[config.mk]
export PLATFORM = sky130hd
export DESIGN_NAME = layer_eval_sequencer
export DESIGN_NICKNAME = d
export VERILOG_FILES = /design/src/rtl/layer_seq_pkg.sv /design/src/rtl/layer_seq_stats.sv /design/src/rtl/layer_eval_sequencer.sv
export SDC_FILE = /design/constraint.sdc
export NUM_CORES = 1
export LEC_CHECK = 0
export CORE_ASPECT_RATIO = 1.25
export CORE_MARGIN = 3
export CORE_UTILIZATION = 40
export CTS_CLUSTER_DIAMETER = 50
export DETAILED_ROUTE_END_ITERATION = 12
export PLACE_DENSITY = 0.81
export SYNTH_ARGS = -nofsm -noshare
export SYNTH_HDL_FRONTEND = slang
export SYNTH_HIERARCHICAL = 1
export SYNTH_SLANG_ARGS = --single-unit
[constraint.sdc]
create_clock -name clk -period 2.6 [get_ports clk]
set_clock_uncertainty 0.05 [all_clocks]
set_input_delay 0.78 -clock clk [delete_from_list [all_inputs] [get_ports clk]]
set_output_delay 0.78 -clock clk [all_outputs]
set_load 0.1 [all_outputs]
[src/rtl/layer_seq_pkg.sv]
// Shared state encoding and default sizing for the layer evaluation sequencer.
package layer_seq_pkg;

  localparam int NUM_IN_DEF = 6;
  localparam int NODES_DEF  = 5;
  localparam int LAYERS_DEF = 4;

  typedef enum logic [1:0] {
    ST_IDLE = 2'd0,
    ST_RUN  = 2'd1,
    ST_DONE = 2'd2
  } state_e;

endpackage

[src/rtl/layer_seq_stats.sv]
// Evaluation counter and accept-to-output latency tracker for layer_eval_sequencer.
module layer_seq_stats (
  input  logic        clk,
  input  logic        rst,
  input  logic        start_i,
  input  logic        run_i,
  input  logic        finish_i,
  input  logic        hs_i,
  output logic [15:0] stat_evals_o,
  output logic [7:0]  stat_last_lat_o
);

  logic [15:0] evals_q, evals_d;
  logic [7:0]  lat_q, lat_d;
  logic [7:0]  last_q, last_d;

  function automatic logic [7:0] sat_inc(input logic [7:0] x);
    return (x == 8'hFF) ? 8'hFF : x + 8'd1;
  endfunction

  // lat_q holds the index of the current cycle, counted from the accept edge
  always_comb begin
    evals_d = evals_q;
    lat_d   = lat_q;
    last_d  = last_q;
    if (hs_i) evals_d = evals_q + 16'd1;
    if (start_i) begin
      lat_d = 8'd1;
    end else if (run_i) begin
      lat_d = sat_inc(lat_q);
    end
    if (finish_i) last_d = sat_inc(lat_q);
  end

  always_ff @(posedge clk) begin
    if (rst) begin
      evals_q <= '0;
      lat_q   <= '0;
      last_q  <= '0;
    end else begin
      evals_q <= evals_d;
      lat_q   <= lat_d;
      last_q  <= last_d;
    end
  end

  assign stat_evals_o    = evals_q;
  assign stat_last_lat_o = last_q;

endmodule

[src/rtl/layer_eval_sequencer.sv]
// Drives one shared layer unit through LAYERS passes per input vector.
// Optional statistics ports are built when LAYER_SEQ_STATS_EN is defined.
module layer_eval_sequencer
  import layer_seq_pkg::*;
#(
  parameter int NUM_IN = NUM_IN_DEF,
  parameter int NODES  = NODES_DEF,
  parameter int LAYERS = LAYERS_DEF,
  parameter int LIDX_W = 2
) (
  input  logic              clk,
  input  logic              rst,
  input  logic              in_valid,
  output logic              in_ready,
  input  logic [NUM_IN-1:0] in_vec,
  output logic              lay_req,
  input  logic              lay_ack,
  output logic [LIDX_W-1:0] lay_idx,
  output logic [NUM_IN-1:0] lay_pi,
  output logic [NODES-1:0]  lay_prev,
  input  logic [NODES-1:0]  lay_res,
  output logic              out_valid,
  input  logic              out_ready,
  output logic [NODES-1:0]  out_vec
`ifdef LAYER_SEQ_STATS_EN
  ,
  output logic [15:0]       stat_evals,
  output logic [7:0]        stat_last_lat
`endif
);

  localparam logic [LIDX_W-1:0] LAST_LAYER = LIDX_W'(LAYERS - 1);

  state_e              state_q, state_d;
  logic [LIDX_W-1:0]   layer_q, layer_d;
  logic [NUM_IN-1:0]   pi_q, pi_d;
  logic [NODES-1:0]    node_q, node_d;

  always_ff @(posedge clk) begin
    if (rst) begin
      state_q <= ST_IDLE;
      layer_q <= '0;
      pi_q    <= '0;
      node_q  <= '0;
    end else begin
      state_q <= state_d;
      layer_q <= layer_d;
      pi_q    <= pi_d;
      node_q  <= node_d;
    end
  end

  // Each ack folds the layer result back in as the next layer's operand
  always_comb begin
    state_d = state_q;
    layer_d = layer_q;
    pi_d    = pi_q;
    node_d  = node_q;
    unique case (state_q)
      ST_IDLE: begin
        if (in_valid) begin
          pi_d    = in_vec;
          node_d  = '0;
          layer_d = '0;
          state_d = ST_RUN;
        end
      end
      ST_RUN: begin
        if (lay_ack) begin
          node_d = lay_res;
          if (layer_q == LAST_LAYER) begin
            state_d = ST_DONE;
          end else begin
            layer_d = layer_q + 1'b1;
          end
        end
      end
      ST_DONE: begin
        if (out_ready) state_d = ST_IDLE;
      end
      default: state_d = ST_IDLE;
    endcase
  end

  assign in_ready  = (state_q == ST_IDLE) && !rst;
  assign lay_req   = (state_q == ST_RUN);
  assign lay_idx   = layer_q;
  assign lay_pi    = pi_q;
  assign lay_prev  = node_q;
  assign out_valid = (state_q == ST_DONE);
  assign out_vec   = node_q;

`ifdef LAYER_SEQ_STATS_EN
  logic st_start, st_finish, st_hs;

  assign st_start  = (state_q == ST_IDLE) && in_valid;
  assign st_finish = (state_q == ST_RUN) && lay_ack && (layer_q == LAST_LAYER);
  assign st_hs     = (state_q == ST_DONE) && out_ready;

  layer_seq_stats u_stats (
    .clk             (clk),
    .rst             (rst),
    .start_i         (st_start),
    .run_i           (lay_req),
    .finish_i        (st_finish),
    .hs_i            (st_hs),
    .stat_evals_o    (stat_evals),
    .stat_last_lat_o (stat_last_lat)
  );
`endif

endmodule

==> metrics.md <==
| Metric | Value |
|---|---|
| Status | finished clean |
| Tcrit/Tclk final | between 90% and 100% |
| Routed len/inst | around 13 µm |
| Clk root buf | clkbuf_4 |
| Mux cell area share after synthesis | 11.2% |
| Num CTS Buffers | 3 |
| Actual slew at the worst max-slew pin | ~460 ps |
| Total GRT Usage | ~15% |
| Final hold vios | 0 |
| Initial antenna violation count | 0 |
| Largest net degree at the start of global routing | 12 |
| # nets final | roughly 110 |
| Place WS | between 150 and 200 ps |
| Worst setup margin | around 170 ps |
| Max-Cap Viols | 0 |
| Number of global-route vias before repair | between 500 and 600 |
| Combinational family with the most area after synthesis | compound AO/OA/AOI/OAI gates |
| Vias post-DR | approximately 570 |
| Final Max Slew Viols | 0 |
| Leakage power | roughly 0.45 nW |
| Finish-stage setup viols | 0 |
| Layout cell share with drive strength beyond 1 | a little under two fifths |
| Htree depth | 1 |
| Grt ovf | 0 |
| Area Overhead vs Synth | 53.3% |
| Setup TNS | 0 ps |
| Die area | 0.00220 mm² |
| Synth area leaders | dfxtp_1 (45%), mux2i_1 (9.0%), a22o_1 (6.5%) |
| Flop and latch count out of synthesis | 15 |
| Core Area | about 0.0015 mm² |
| RSZ-0062 raised after global routing | no |
| Synth area leader | dfxtp_1 |
| Syn_nets | 78 |
| Crit path arrival time | 1600 ps |
| Filler Cells Inserted | around 130 |
| Synth Area in Adders | 1.87% |
| Fin util | 69.2% |
| TritonCTS clock tree | yes |
| Worst skew pair latency | 280 ps |
| Worst setup path category | primary input to output pin |
| Average size of a mapped cell | around 11 µm² |
| Power Dens Cells | 561 mW/mm² |
| Routed Antenna Nets | 0 |
| Post-route minimum period | between 2000 and 2500 ps |
| Syn. warnings | 6 |
| Compound-Gate Fraction of Synth Area | approximately 16% |
| Number of port buffers | 36 |
| Fmax | 411 MHz |
| Worst Setup End Kind | output pin |
| Vias per cell | roughly 5 |
| Wire length of the first global-routing pass | about 2.4 mm |
| Post-CTS Resized | 0 |
| Clock sink count | 15 |
| Routability cong. | roughly 0.69 |
| XOR/XNOR share of the synthesized area | 0% |
| 1st-pass router iterations | 2 |
| Seq/Total Area, Yosys | between 40% and 50% |
| Antenna Cells | 0 |
| Post-synthesis simple-gate area fraction | around 15% |
| Min-Delay Path Class | flop to flop |
| CTS Hold Bufs | 0 |
| Clock transition at path regs | approximately 100 ps |
| Synthesized area | between 600 and 700 µm² |
| Total Wirelength | 1.50 mm |
| Yosys cell types | 25 |
| Post-Syn Instances | 61 |
| Residual DRC count | 0 |
| # rows | 15 |
| Initial Util | a little under half |
| Max-slew headroom | a little over two thirds |
| Starting DRT DRC Count | 3 |
| Buffer depth of the longest clock path | 2 |
| Share of the synthesized area in the top cell type | between 40% and 50% |
| Num ports | 37 |
| Startpoint types | primary input |
| Die Ht | between 50 and 60 µm |
| Peak supply drop | approximately 0.3 mV |
| Critical Path RT | roughly 1800 ps |
| Die width | 42.6 µm |
| Number of buffers added for setup after CTS | 0 |
| Dpl hpwl | around 1.2 mm |
| R2r setup slk | between 1000 and 1500 ps |
| Crit path max fanout | 2 |
## routing by layer
layer  vias up  share of wire, %  global-route usage, %
met5         -                 0                      0
met4         0               1.1                   7.77
met3         2               8.1                   3.46
met2        29                49                   24.6
met1       257                41                   17.2
li1        278                 -                      -
## metrics by stage
stage	hold slack (ps)	total power, mW	area [µm²]	std cells
after CTS	460	0.581	1030	112
after floorplan	512	0.395	681	61
after detailed placement	435	0.449	998	108
final	453	0.576	1030	112
after global routing	499	0.599	1030	112
after global placement	427	0.446	998	108
## layout make-up
class	instances	area, µm²	area share, %
repair buffers	38	360	35.1
multi-input cells	36	309	30.1
well taps	17	21.3	2.07
clock buffers	3	22.5	2.20
clock inverters	1	5.00	0.488
flip-flops and latches	15	300	29.3
inverters	2	7.51	0.732
## flip-flops by register name, indices dropped and copies added (netlist names)
name / cells
state_q: 2
lay_prev: 5
lay_pi: 6
lay_idx: 2
## cell families after synthesis
family,count (synthesis)
and+or+nand+nor,16
DFF,15
AOI/OAI and AO/OA,12
buffers and inverters,10
muxes,7
adders and majority gates,1
## worst paths after layout
kind | cells after the start | to | from
max | 3 | in_ready | rst
min | 2 | lay_pi[0]$_SDFFE_PP0P_ | lay_pi[0]$_SDFFE_PP0P_
max reg2reg | 3 | lay_prev[3]$_SDFFE_PP0P_ | state_q[0]$_SDFFE_PP0P_
min reg2reg | 2 | lay_pi[0]$_SDFFE_PP0P_ | lay_pi[0]$_SDFFE_PP0P_
## synthesized netlist by cell type
library cell,n
a32o_1,1
nor2b_2,1
nand2b_1,1
a311oi_2,1
buf_4,5
a31oi_1,1
a21o_1,1
nand4_1,1
and4bb_4,1
mux2_4,1
a22o_1,5
ha_1,1
inv_1,2
o21ai_0,1
mux2i_1,6
a21oi_1,1
clkbuf_1,1
nor2_1,8
nor3b_1,1
nor3_1,1
nor3b_2,1
dfxtp_1,15
a21oi_4,1
and2b_2,1
buf_6,2
## worst max-delay path, cell delays in order
cell and delay (ps):
clkdlybuf4s50_1 460, nor3_4 160, buf_12 200
## report_power, final
part	internal, mW	switching (mW)	total (mW)
logic	0.0624	0.130	0.193
registers	0.240	0.00991	0.250
clock network	0.0571	0.0762	0.133
## placed cells by master, fill, tap and decap left out, types with 2 or more instances in the layout
cell,instances
a22o_1,5
buf_12,3
buf_4,20
clkbuf_4,3
clkdlybuf4s50_1,15
dfxtp_1,15
inv_1,2
mux2i_1,6
nor2_1,8
Note: power is estimated with default switching activity, not from simulation.
